`config.mk`:
```
export PLATFORM = sky130hd
export DESIGN_NAME = lcd_sequencer
export DESIGN_NICKNAME = d
export VERILOG_FILES = /design/src/rtl/lcd_sequencer.sv
export SDC_FILE = /design/constraint.sdc
export NUM_CORES = 1
export LEC_CHECK = 0
export BUFFER_PORTS_ARGS = -buffer_cell sky130_fd_sc_hd__buf_2
export CAP_MARGIN = 0
export CORE_MARGIN = 3
export CORE_UTILIZATION = 45
export DETAILED_ROUTE_END_ITERATION = 10
export PLACE_DENSITY = 0.67
export SYNTH_ARGS = -nofsm -noshare
export SYNTH_HDL_FRONTEND = slang
export SYNTH_SLANG_ARGS = --single-unit
export TNS_END_PERCENT = 1
```
`constraint.sdc`:
```
create_clock -name clock -period 2.4 [get_ports clock]
set_input_delay 0.12 -clock clock [delete_from_list [all_inputs] [get_ports clock]]
set_output_delay 0.12 -clock clock [all_outputs]
set_load 0.01 [all_outputs]
```
`src/rtl/lcd_sequencer.sv`:
```
// HD44780-style 4-bit LCD write sequencer: power-up wait, nibble/byte init
// sequence, then accepts single-byte writes split into two timed E strobes.
module lcd_sequencer #(
    parameter int POWERUP_DELAY = 750000,
    parameter int LONG_DELAY    = 110000,
    parameter int SHORT_DELAY   = 2500,
    parameter int E_SETUP       = 2,
    parameter int E_WIDTH       = 12,
    parameter int E_HOLD        = 2
) (
    input  logic       clock,
    input  logic       reset,
    input  logic       req,
    input  logic       req_rs,
    input  logic [7:0] req_data,
    output logic       ready,
    output logic       init_done,
    output logic       rs,
    output logic       e,
    output logic [3:0] d,
    output logic [2:0] state_dbg
);

    // Handshake: a write is accepted on any rising edge where req=1 and
    // ready=1; ready depends on state only, never on req.
    typedef enum logic [2:0] {
        PWR_WAIT, INIT_NIB, INIT_BYTE, IDLE, SEND_HI, SEND_LO, WAIT
    } state_t;

    localparam int PHASE = E_SETUP + E_WIDTH + E_HOLD;
    localparam int MAX_A = (POWERUP_DELAY > LONG_DELAY) ? POWERUP_DELAY : LONG_DELAY;
    localparam int MAX_B = (SHORT_DELAY > PHASE) ? SHORT_DELAY : PHASE;
    localparam int MAX_D = (MAX_A > MAX_B) ? MAX_A : MAX_B;
    localparam int CW    = $clog2(MAX_D + 1);

    localparam logic [CW-1:0] PWR_LAST   = CW'(POWERUP_DELAY - 1);
    localparam logic [CW-1:0] LONG_LAST  = CW'(LONG_DELAY - 1);
    localparam logic [CW-1:0] SHORT_LAST = CW'(SHORT_DELAY - 1);
    localparam logic [CW-1:0] PH_LAST    = CW'(PHASE - 1);
    localparam logic [CW-1:0] E_ON       = CW'(E_SETUP);
    localparam logic [CW-1:0] E_OFF      = CW'(E_SETUP + E_WIDTH);

    state_t          state, state_n;
    logic [CW-1:0]   cnt, cnt_n;
    logic [2:0]      step, step_n;
    logic            cap_rs, cap_rs_n;
    logic [7:0]      cap_data, cap_data_n;
    logic            done_q, done_n;
    logic            e_win;
    logic            long_wait;
    logic [CW-1:0]   wait_last;

    // step 0..3 index the init nibbles, 4..7 the init bytes
    function automatic logic [7:0] init_byte(input logic [2:0] s);
        case (s)
            3'd4:    return 8'h28;
            3'd5:    return 8'h0C;
            3'd6:    return 8'h01;
            default: return 8'h06;
        endcase
    endfunction

    always_ff @(posedge clock) begin
        if (!reset) begin
            state    <= PWR_WAIT;
            cnt      <= '0;
            step     <= '0;
            cap_rs   <= 1'b0;
            cap_data <= '0;
            done_q   <= 1'b0;
        end else begin
            state    <= state_n;
            cnt      <= cnt_n;
            step     <= step_n;
            cap_rs   <= cap_rs_n;
            cap_data <= cap_data_n;
            done_q   <= done_n;
        end
    end

    assign e_win     = (cnt >= E_ON) && (cnt < E_OFF);
    // Init nibbles and clear/home need the long settle time
    assign long_wait = (!done_q && (step < 3'd4)) || (!cap_rs && (cap_data[7:2] == 6'd0));
    assign wait_last = long_wait ? LONG_LAST : SHORT_LAST;

    always_comb begin
        state_n    = state;
        cnt_n      = cnt + 1'b1;
        step_n     = step;
        cap_rs_n   = cap_rs;
        cap_data_n = cap_data;
        done_n     = done_q;
        rs         = 1'b0;
        e          = 1'b0;
        d          = 4'h0;
        case (state)
            PWR_WAIT: begin
                if (cnt == PWR_LAST) begin
                    state_n = INIT_NIB;
                    cnt_n   = '0;
                    step_n  = 3'd0;
                end
            end
            INIT_NIB: begin
                d = (step == 3'd3) ? 4'h2 : 4'h3;
                e = e_win;
                if (cnt == PH_LAST) begin
                    state_n = WAIT;
                    cnt_n   = '0;
                end
            end
            INIT_BYTE: begin
                cap_rs_n   = 1'b0;
                cap_data_n = init_byte(step);
                state_n    = SEND_HI;
                cnt_n      = '0;
            end
            IDLE: begin
                cnt_n = '0;
                if (req && done_q) begin
                    cap_rs_n   = req_rs;
                    cap_data_n = req_data;
                    state_n    = SEND_HI;
                end
            end
            SEND_HI: begin
                rs = cap_rs;
                d  = cap_data[7:4];
                e  = e_win;
                if (cnt == PH_LAST) begin
                    state_n = SEND_LO;
                    cnt_n   = '0;
                end
            end
            SEND_LO: begin
                rs = cap_rs;
                d  = cap_data[3:0];
                e  = e_win;
                if (cnt == PH_LAST) begin
                    state_n = WAIT;
                    cnt_n   = '0;
                end
            end
            WAIT: begin
                if (cnt == wait_last) begin
                    cnt_n = '0;
                    if (done_q) begin
                        state_n = IDLE;
                    end else if (step == 3'd7) begin
                        done_n  = 1'b1;
                        state_n = IDLE;
                    end else begin
                        step_n  = step + 3'd1;
                        state_n = (step < 3'd3) ? INIT_NIB : INIT_BYTE;
                    end
                end
            end
            default: begin
                state_n = PWR_WAIT;
                cnt_n   = '0;
            end
        endcase
    end

    assign ready     = (state == IDLE) && done_q;
    assign init_done = done_q;
    assign state_dbg = state;

endmodule

```
==> results.cfg <==
[clocking]
cts_buffers = 5
cts.htree.levels = 2
cts_setup_buffers = 0
clk_latency_ns = 0.29
hold_buffers = 0
clock_path_buffers = 2
clkSlewWorstSetupHoldPaths_ns = 0.07
cts_resized = 0
root_buffer = clkbuf_8
cts_tree = built
clock_sinks = 36

[die]
ios = 23
die_area_um2 = 5330
start_util = 0.484
die_h_um = 73.0
fp.coreArea_um2 = 4170
std_cell_rows = 23
die_w_um = 73.0

[worst_setup_path]
path_buf_inv = 0
worstPathMaxFanout = 20
crit_slowest_cell = or4_1
cp.required_ns = 2.57
crit_chain = or3_4 > or4_1 > mux2i_1 > a21o_2 > a221o_2 > nor2_1
cp-end-kind = flip-flop
crit_family = simple AND/OR/NAND/NOR gates
path_class = reg -> reg
cp-start-kind = flip-flop
max_stage_delay_ns = 0.54
arrival_ns = 2.39

[route]
vias_per_cell = 5.56
via_count = 1830
drtAntennaViolNets = 0
wire_per_inst_um = 13.7
dr.pass1.iters = 4
drt_iter0_markers = 151
drc = 0
routed_wl_um = 4510

[synthesis]
synth_cells = 251
synth.area.top_cells = dfxtp_1, nor2_1, ha_1, xnor2_1, xor2_1
syn_nets = 271
ys_seq_area_frac = 0.357
synth_top_area_share = 0.357
synth_area_um2 = 2020
ys.flop_type = dfxtp_1
yosys_warnings = 0
synth-edff-count = 0
yosysMostFrequentCell = nor2_1
synth_commonest_cells = nor2_1, dfxtp_1, nand2_1
async_flop_share = 0
ys_seq_elements = 36
syn_avg_cell_area_um2 = 8.05
synth_cell_types = 48
synth_top_cell_by_area = dfxtp_1

[global_route]
antenna_found_initial = 0
grt_pass1_wl_um = 7620
gr-usage-all-layers = 0.183
grt_max_degree = 21
grt_pass1_vias = 1684
overflow = 0

[pwr]
switching_share = 0.218
p_seq_frac = 0.512
p_sw_w = 0.000259
comb_power_share = 0.031
powerDensity_nw_per_um2 = 514
p_leak_nw = 0.902
peakVddDrop_mv = 0.328
internal-power_w = 0.000925
power_frac_clock = 0.457

[worst_hold_path]
min_path_type = in -> reg

[timing]
fin_crit_sh = 0.925
grt_setup_unrepaired = no
max_freq_mhz = 450
slew_violations = 0
skew_ns = 0.00495
fin_hold_ws_ns = 0.0693
setup_tns_ns = 0
worst_slew_pin_slew_ns = 0.456
setup_ws_ns = 0.180
hold_violations = 0
slew_headroom = 0.695
finalSetupViolCount = 0
fin_crit_ns = 2.22

[place]
post-place-ws_ns = 0.163
hpwl_um = 3360
port_buffers = 22
place_congestion = 0.829

[layout]
drive_gt1_frac = 0.176
syn2layout_area_growth_pct = 14.0
num_antenna_cells = 0
layout.nets = 298

[flow_run]
drv_cap = 0

[run_status]
status = completed
## registers in the layout, indices dropped and copies added, names as in the netlist
name / count
init_done: 1
state_dbg: 3
cap_rs: 1
cap_data: 8
cnt: 20
step: 3
## worst reg2reg max path, delay by kind of cell, from the launching register on
family | cells | cell delay, ns
multiplexers | 1 | 0.14
flip-flops | 1 | 0.34
AND/OR/NAND/NOR | 3 | 1.04
AO/OA/AOI/OAI | 2 | 0.60
## routing by layer
layer  global-route usage  vias to the layer above  wire [um]
met2                0.267                       46       1910
met3               0.0455                        7        262
li1                     -                      934          -
met5                    0                        -          0
met4               0.0615                        0         53
met1                0.261                      843       2290
## power groups by stage
| stage | Combinational [W] | Clock, W | Sequential, W |
|---|---|---|---|
| after floorplan | 0.0000255 | 0 | 0.000619 |
| after global placement | 0.0000371 | 0 | 0.000620 |
| after CTS | 0.0000367 | 0.000558 | 0.000607 |
| after detailed placement | 0.0000367 | 0 | 0.000621 |
| final | 0.0000363 | 0.000541 | 0.000607 |
| after global routing | 0.0000418 | 0.000581 | 0.000607 |
## path summary, 6_finish.rpt
path / start / endpoint / slack (ns) / cells past startpoint
max: cnt[4] / cnt[9] / 0.18 / 6
min: req_data[1] / cap_data[1] / 0.07 / 3
max reg2reg: cnt[4] / cnt[9] / 0.18 / 6
min reg2reg: cap_data[6] / cap_data[6] / 0.48 / 2
## placed cells by master, fill, tap and decap left out, types with 6 or more instances in the layout
master   netlist  layout
a21oi_1       13      13
xnor2_1        9       9
inv_1          9       9
nand3_1       12      12
buf_2          4      22
nor4_1         7       7
buf_4          0       7
o21ai_0        6       6
xor2_1         9       9
nor2_1        50      50
dfxtp_1       36      36
nor3_1        11      11
nand2_1       20      20
mux2i_1        6       6
ha_1           8       8
## final cells by class
class	instances	area (um^2)
fill	393	1870
multi-input combinational	197	1210
sequential	36	721
timing repair buffer	29	163
clock buffer	5	68.8
tap	50	62.6
clock inverter	3	42.5
inverter	9	33.8
## kinds of logic (layout without fill, tap and decap cells)
group | Yosys count | count (layout) | synth area share
simple gates | 126 | 126 | 0.303
compound gates | 38 | 38 | 0.134
flops | 36 | 36 | 0.357
xor+xnor | 18 | 18 | 0.0780
buf+inv | 18 | 46 | 0.0433
fa+ha+maj | 8 | 8 | 0.0495
mux | 7 | 7 | 0.0353
## stage by stage
step / power (W) / cells / util / instance area [um^2]
2_1_floorplan: 0.000644 / 251 / - / 2020
3_3_place_gp: 0.000657 / 321 / 0.525 / 2190
3_5_place_dp: 0.000657 / 321 / 0.525 / 2190
4_1_cts: 0.00120 / 329 / 0.552 / 2300
5_1_grt: 0.00123 / 329 / 0.552 / 2300
6_report: 0.00118 / 329 / 0.552 / 2300
Power figures use the tool's default switching activity.
